==> src/rtl/pipe_hazard_ctrl.sv <==
// Stall/flush controller for the 5-stage pipeline: load-use stalls, multi-cycle
// branch flushes, data-memory freeze with timeout, and saturating event counters.
module pipe_hazard_ctrl #(
   parameter int unsigned FLUSH_CYCLES = 2,
   parameter int unsigned MEM_TIMEOUT  = 64,
   parameter int unsigned CNT_W        = 16
) (
   input  logic             clk,
   input  logic             arst_n,
   input  logic [4:0]       IF_ID_rs1,
   input  logic [4:0]       IF_ID_rs2,
   input  logic [4:0]       ID_EX_rd,
   input  logic             ID_EX_memread,
   input  logic             branch_taken,
   input  logic             dmem_req,
   input  logic             dmem_ready,
   output logic             pc_en,
   output logic             en_if_id,
   output logic             en_id_ex,
   output logic             en_ex_mem,
   output logic             en_mem_wb,
   output logic             hazard,
   output logic             flush_if_id,
   output logic             bubble_id_ex,
   output logic [1:0]       state_o,
   output logic             mem_err,
   output logic [CNT_W-1:0] stall_cnt,
   output logic [CNT_W-1:0] flush_cnt
);

   typedef enum logic [1:0] {
      StRun     = 2'd0,
      StFlush   = 2'd1,
      StMemWait = 2'd2
   } state_e;

   localparam logic [3:0] FlushReload = 4'(FLUSH_CYCLES - 1);

   state_e           state_q, state_d;
   logic [3:0]       flush_rem_q, flush_rem_d;
   logic [9:0]       wait_q, wait_d;
   logic             mem_err_q, mem_err_d;
   logic [CNT_W-1:0] stall_cnt_q, stall_cnt_d;
   logic [CNT_W-1:0] flush_cnt_q, flush_cnt_d;

   logic load_use, freeze, stall_inc, flush_inc;
   logic pc_en_c, en_c, hazard_c, flush_c, bubble_c;

   assign load_use = ID_EX_memread && (ID_EX_rd != 5'd0) &&
                     ((ID_EX_rd == IF_ID_rs1) || (ID_EX_rd == IF_ID_rs2));
   assign freeze   = dmem_req && !dmem_ready;

   always_comb begin
      pc_en_c     = 1'b1;
      en_c        = 1'b1;
      hazard_c    = 1'b0;
      flush_c     = 1'b0;
      bubble_c    = 1'b0;
      state_d     = state_q;
      flush_rem_d = flush_rem_q;
      wait_d      = 10'd0;
      mem_err_d   = mem_err_q;
      stall_inc   = 1'b0;
      flush_inc   = 1'b0;

      if (freeze) begin
         pc_en_c   = 1'b0;
         en_c      = 1'b0;
         hazard_c  = 1'b1;
         stall_inc = 1'b1;
         // This cycle is the MEM_TIMEOUT-th consecutive wait: give up and flag it.
         if ((32'(wait_q) + 32'd1) >= MEM_TIMEOUT) begin
            mem_err_d   = 1'b1;
            state_d     = StRun;
            flush_rem_d = 4'd0;
         end else begin
            state_d = StMemWait;
            wait_d  = wait_q + 10'd1;
         end
      end else begin
         case (state_q)
            StFlush: begin
               flush_c  = 1'b1;
               bubble_c = 1'b1;
               if (branch_taken) begin
                  flush_inc   = 1'b1;
                  flush_rem_d = FlushReload;
               end else begin
                  flush_rem_d = flush_rem_q - 4'd1;
               end
               state_d = (flush_rem_d != 4'd0) ? StFlush : StRun;
            end
            default: begin
               // RUN, and the release cycle of MEM_WAIT, which resumes a pending flush.
               if (branch_taken) begin
                  flush_c     = 1'b1;
                  bubble_c    = 1'b1;
                  flush_inc   = 1'b1;
                  flush_rem_d = FlushReload;
                  state_d     = (FlushReload != 4'd0) ? StFlush : StRun;
               end else begin
                  if (load_use) begin
                     hazard_c  = 1'b1;
                     pc_en_c   = 1'b0;
                     bubble_c  = 1'b1;
                     stall_inc = 1'b1;
                  end
                  state_d = (flush_rem_q != 4'd0) ? StFlush : StRun;
               end
            end
         endcase
      end

      stall_cnt_d = (stall_inc && (stall_cnt_q != '1)) ? stall_cnt_q + CNT_W'(1) : stall_cnt_q;
      flush_cnt_d = (flush_inc && (flush_cnt_q != '1)) ? flush_cnt_q + CNT_W'(1) : flush_cnt_q;
   end

   always_ff @(posedge clk or negedge arst_n) begin
      if (!arst_n) begin
         state_q     <= StRun;
         flush_rem_q <= 4'd0;
         wait_q      <= 10'd0;
         mem_err_q   <= 1'b0;
         stall_cnt_q <= '0;
         flush_cnt_q <= '0;
      end else begin
         state_q     <= state_d;
         flush_rem_q <= flush_rem_d;
         wait_q      <= wait_d;
         mem_err_q   <= mem_err_d;
         stall_cnt_q <= stall_cnt_d;
         flush_cnt_q <= flush_cnt_d;
      end
   end

   // Mealy controls are forced low while reset is held.
   assign pc_en        = pc_en_c & arst_n;
   assign en_if_id     = en_c & arst_n;
   assign en_id_ex     = en_c & arst_n;
   assign en_ex_mem    = en_c & arst_n;
   assign en_mem_wb    = en_c & arst_n;
   assign hazard       = hazard_c & arst_n;
   assign flush_if_id  = flush_c & arst_n;
   assign bubble_id_ex = bubble_c & arst_n;

   assign state_o   = state_q;
   assign mem_err   = mem_err_q;
   assign stall_cnt = stall_cnt_q;
   assign flush_cnt = flush_cnt_q;

endmodule

==> config.mk <==
export PLATFORM = sky130hd
export DESIGN_NAME = pipe_hazard_ctrl
export DESIGN_NICKNAME = d
export VERILOG_FILES = /design/src/rtl/pipe_hazard_ctrl.sv
export SDC_FILE = /design/constraint.sdc
export NUM_CORES = 1
export LEC_CHECK = 0
export CAP_MARGIN = 20
export CORE_ASPECT_RATIO = 0.75
export CORE_MARGIN = 3
export CORE_UTILIZATION = 35
export CTS_CLUSTER_DIAMETER = 30
export DETAILED_ROUTE_END_ITERATION = 8
export PLACE_DENSITY_LB_ADDON = 0.12
export SETUP_SLACK_MARGIN = 0.4
export SYNTH_ARGS = -nofsm -noshare
export SYNTH_HDL_FRONTEND = slang
export SYNTH_SLANG_ARGS = --single-unit
==> constraint.sdc <==
create_clock -name clk -period 2.48 [get_ports clk]
set_clock_uncertainty 0.15 [all_clocks]
set_input_delay 0.248 -clock clk [delete_from_list [all_inputs] [get_ports clk]]
set_output_delay 0.248 -clock clk [all_outputs]
set_load 0.02 [all_outputs]
---- Word level (Yosys, flattened, before mapping) ----
Cells that the tools add are included.
word-level totals
  register bits ........................... 49
  bits of input ports ..................... 21
  output and inout port bits .............. 43
  word-level logic and storage cells ...... 67
operators by class
  $add $sub $neg .......................... 5
  magnitude comparators ................... 1
  eq/ne operators ......................... 6
  muxes and demuxes ....................... 31
  bitwise logic cells ..................... 5
  reduce and logical (&&, ||, !) cells .... 13
operators with widths
  cell                                                                 count
  adder 16 x 1 -> 16 bit (second input constant)                       2
  != test 16 bit (second input constant)                               2
  2-to-1 mux 4 bit                                                     7
  2-to-1 mux 1 bit                                                     20
  2-to-1 mux 10 bit                                                    2
  adder 10 x 1 -> 11 bit (second input constant)                       1
  greater-or-equal comparator 11 x 7 -> 1 bit (second input constant)  1
  adder 10 x 1 -> 10 bit (second input constant)                       1
  == test 5 bit                                                        2
  nonzero test 4 bit                                                   2
  bitwise AND 1 bit                                                    5
  logical AND 1 bit                                                    5
  nonzero test 5 bit                                                   1
  2-to-1 mux 2 bit                                                     2
  AND reduction 2 bit                                                  2
  subtractor 4 x 1 -> 4 bit (second input constant)                    1
  nonzero test 3 bit                                                   1
  == test 2 x 1 -> 1 bit (second input constant)                       1
  != test 2 x 1 -> 1 bit (second input constant)                       1
  zero test 1 bit                                                      1
  logical OR 1 bit                                                     1

---- Depth between registers and ports, before layout ----
  depth after elaboration ................. 8
  depth in mapped cells ................... 9
  gate-level depth less buffers ........... 8

---- Least setup slack after synthesis ----
No wires, ideal clock.
  path kind ............................... reg-to-reg
  start point ............................. register flush_cnt_q[0] (netlist: flush_cnt[0])
  end point ............................... register flush_cnt_q[13] (netlist: flush_cnt[13])
  library setup time ...................... 130 ps
  arrival time ............................ 1829 ps
  data required time ...................... 2200 ps
  path slack .............................. 371 ps
  stages on the path, launching flop included .. 8
  buffers on the path ..................... 1
  clock period less this slack ............ 2109 ps
  cells stage by stage .................... dfrtp_1 > ha_1 > and4_1 > a31oi_2 > and4_1 > buf_2 > nand4_1 > xnor2_1
on the way
  word-level cells in the longest chain between the ends .. 2
  elaborated cells between the ends (all ways) .. 3
  those cells by class .................... add/sub: 1; eq/ne: 1; reduce/logical: 1
ends and longest elaborated chain
  what                                                            line  RTL
  from (decl)                                                     44    logic [CNT_W-1:0] flush_cnt_q, flush_cnt_d;
  from (signal assigned)                                          132   flush_cnt_q <= flush_cnt_d;
  branches (longest 2 deep; another with adder 16 x 1 -> 16 bit)  n/a
Several ways; the timed one is not identified.
A chain may end at the register's enable or synchronous reset.

---- Worst setup path in the final report ----
  start point ............................. input port IF_ID_rs2[4]
  end point ............................... output port hazard
on the way
  word-level cells in the longest chain between the ends .. 8
ends and longest elaborated chain
  what               line  RTL
  from (decl)        11    input logic [4:0] IF_ID_rs2,
  == test 5 bit      50    ((ID_EX_rd == IF_ID_rs1) || (ID_EX_rd == IF_ID_rs2));
  logical OR 1 bit   50
  logical AND 1 bit  49    assign load_use = ID_EX_memread && (ID_EX_rd != 5'd0) &&
  2-to-1 mux 1 bit   102   if (load_use) begin
  2-to-1 mux 1 bit   95    if (branch_taken) begin
  2-to-1 mux 1 bit   81    case (state_q)
  2-to-1 mux 1 bit   66    if (freeze) begin
  bitwise AND 1 bit  142   assign hazard = hazard_c & arst_n;
  to (decl)          22    output logic hazard,
Every way passes these cells.

==> impl_metrics.toml <==
[floorplanning]
io_pins = 64
fp.dieArea_um2 = 8210
floorplan.initialDensity_pct = 36.5
die_w_um = 104
core_area_um2 = 6860
core.rowCount = 26
die_h_um = 79.2

[worst_setup_path]
critical_path.top_delay_family = "compound AO/OA/AOI/OAI gates"
critical_path_capture_point_type = "output pin"
worstPathCellList = "dlygate4sd2_1 > xor2_1 > nor3_2 > a22oi_2 > o41ai_4 > and2_4 > buf_6"
r2r_cells = 7
critical-path-slowest-cell = "o41ai_4"
worst_ep_arrival_time_ns = 1.61
worstSetupPathType = "in -> out"
timing.rr.end = "flush_rem_q[3]$_DFFE_PN0P_"
setup.reg_to_reg.worst_slack_ns = 0.50
worst-endpoint-required_ns = 2.08
crit-reg2reg-launch = "wait_q[0]$_DFF_PN0_"
critPathLaunchType = "primary input"
worst-path-buf-inv = 2
crit_path_max_fanout = 2
critPathMaxStageDelay_ns = 0.32

[hold_path]
timing.hold.worst_path_depth = 1
hold_path_startpoint = "wait_q[0]$_DFF_PN0_"
worst_hold_path.endpoint = "wait_q[0]$_DFF_PN0_"
min-delay-path-class = "reg -> reg"

[sta]
finalSetupViolCount = 0
finalCritPeriodShare_pct = 80.8
setup_tns_ns = 0
post-route-min-period_ns = 2.00
fmaxAchievable_ghz = 0.499
tightestPinTransition_ns = 0.632
slew_hr_pct = 57.9
report.final.slew_viol_count = 0
timing.final.hold_violations = 0
unrepaired_setup_endpoints_after_global_routing = "true"

[global_route]
grt_usage_pct = 13.9
first_global_vias = 1830
grt_first_pass_wirelength_um = 9280
grt_max_degree = 50
grt_overflow = 0
grt_antenna_before_repair = 0

[layout]
antenna_cells = 0
final_core_util_pct = 50.2
finish.cell_count_without_fillers = 409
flow.area_growth_from_synthesis_pct = 37.7
finish.net_count = 335
drive_gt1_share_pct = 16.7

[route]
drt-pass1-iter-count = 4
wl_met1_um = 2930
antenna_violating_nets_post_route = 0
highest_layer = "met4"
num_vias = 1897
first_iter_violations = 41
met2_length_um = 2140
detail_route.drc_violations = 0
vias_per_cell = 4.64
drt_wl_total_um = 5370
detailroute.wirelength.met3_um = 253
avgRoutedWirePerCell_um = 13.1

[synthesis]
post-synth-top-count-cell = "dfrtp_1"
post_synth_inst_count = 232
async_reset_ff_share_pct = 100
synth-main-ff-cell = "dfrtp_1"
yosys.area.top_type_share_pct = 49.0
ys.warnings.count = 0
netlist_top_cells_area = "dfrtp_1 49%, xnor2_1 10%, xor2_1 5.6%"
ys_seq_area_share_pct = 49.0
synth_area_leader_cell = "dfrtp_1"
ys_seq_elements = 49
post_synth_instance_area_um2 = 2500
synth-edff-count = 0
mean_cell_area_of_the_mapped_netlist_um2 = 10.8
number_of_distinct_library_cells_after_synthesis = 42
synth_common_cells = "49 x dfrtp_1, 29 x xnor2_1, 19 x nor2_1"

[clock_tree]
worstSkewPairLatency_ns = 0.30
largest_buffer_count_on_any_clock_path = 2
cts_tree = "built"
clk_pin_slew_worst_paths_ns = 0.09
ctsHtreeMaxLevel = 2
clock_tree.root_cell = "clkbuf_8"
numClockSinks = 49
tritoncts.num_buffers = 5

[power_and_ir_drop]
post-layout-total-power_uw = 2340
leakagePower_uw = 0.00153
vdd.ir_drop.worst_uv = 430
total_power_density_per_cell_area_nw_per_um2 = 679

[placement]
place_hpwl_um = 3910
place.port_buffers = 63
routability_congestion_estimate = 0.769
place.detailed.instances = 399

[run_status]
run_status = "finished, final reports clean"

[run]
cap_viol_max_count = 0
==> cells in the final DEF (no fill, tap or decap), types with 7 or more instances in the layout <==
cell / n
and3_1: 11
and4_1: 7
buf_4: 14
clkdlybuf4s50_1: 39
dfrtp_1: 49
dlygate4sd2_1: 10
nand2_1: 10
nand3_1: 12
nand3_2: 7
nand4_1: 9
nor2_1: 17
xnor2_1: 29
xor2_1: 16
==> power breakdown <==
group | switching (uW) | internal [uW]
clock | 260 | 329
sequential | 140 | 912
combinational | 347 | 354
==> worst register-to-register path, stage by stage, from the launching register on <==
cell and delay, ns:
dfrtp_1 0.41, ha_1 0.24, and4_1 0.23, and4_1 0.20, o21ai_2 0.15, or2_4 0.18, o21ai_0 0.09, a22o_1 0.23
==> worst max-delay path by stage <==
stage | start | end | slack [ns] | cells after the start
2_1_floorplan | state_o[0]$_DFF_PN0_ | hazard | 0.41 | 5
3_3_place_gp | ID_EX_rd[1] | hazard | -0.28 | 7
3_5_place_dp | ID_EX_rd[1] | hazard | -0.29 | 7
4_1_cts | IF_ID_rs1[0] | hazard | 0.36 | 7
5_1_grt | flush_cnt[0]$_DFFE_PN0P_ | flush_cnt[12]$_DFFE_PN0P_ | 0.37 | 7
6_report | IF_ID_rs2[4] | hazard | 0.48 | 7
==> metal layers <==
layer	vias to the layer above	global-route usage (%)
met2	36	18.5
met4	0	3.98
met1	896	21.2
met5	-	0
li1	961	-
met3	4	4.14
==> stage by stage <==
stage          hold slack, ns  worst slack [ns]  instance area, um^2
2_1_floorplan          -0.198             0.406                 2520
3_3_place_gp            0.294            -0.281                 3300
3_5_place_dp            0.300            -0.288                 3300
4_1_cts                 0.324             0.357                 3410
5_1_grt                 0.332             0.368                 3450
6_report                0.318             0.476                 3450
==> what timing repair did <==
action	CTS	global route
setup buffers	0	1
gates resized for setup	41	17
setup endpoints to repair	10	15
hold buffers	1	0
pin swaps	13	12
hold endpoints to repair	49	0
==> final cells by class <==
cell class | count | area (um^2)
clock buffer | 7 | 86.3
clock inverter | 1 | 30.0
fill | 658 | 3420
inverter | 5 | 18.8
multi-input combinational | 173 | 1250
sequential | 49 | 1230
tap | 98 | 123
timing repair buffer | 76 | 709
==> registers in the layout, summed over array words and instances (netlist names) <==
name,flops
state_o,2
mem_err,1
wait_q,10
stall_cnt,16
flush_cnt,16
flush_rem_q,4
==> cells by family (layout without fill, tap and decap cells) <==
family	Yosys count	count (layout)	synth area share [%]
flops	49	49	49.0
fa+ha+maj	4	4	2.00
other cells	1	4	0.150
xor+xnor	45	45	15.7
simple gates	97	97	23.0
mux	2	2	0.899
compound gates	21	21	6.40
buf+inv	13	89	2.80
(Power assumes the default switching activity.)
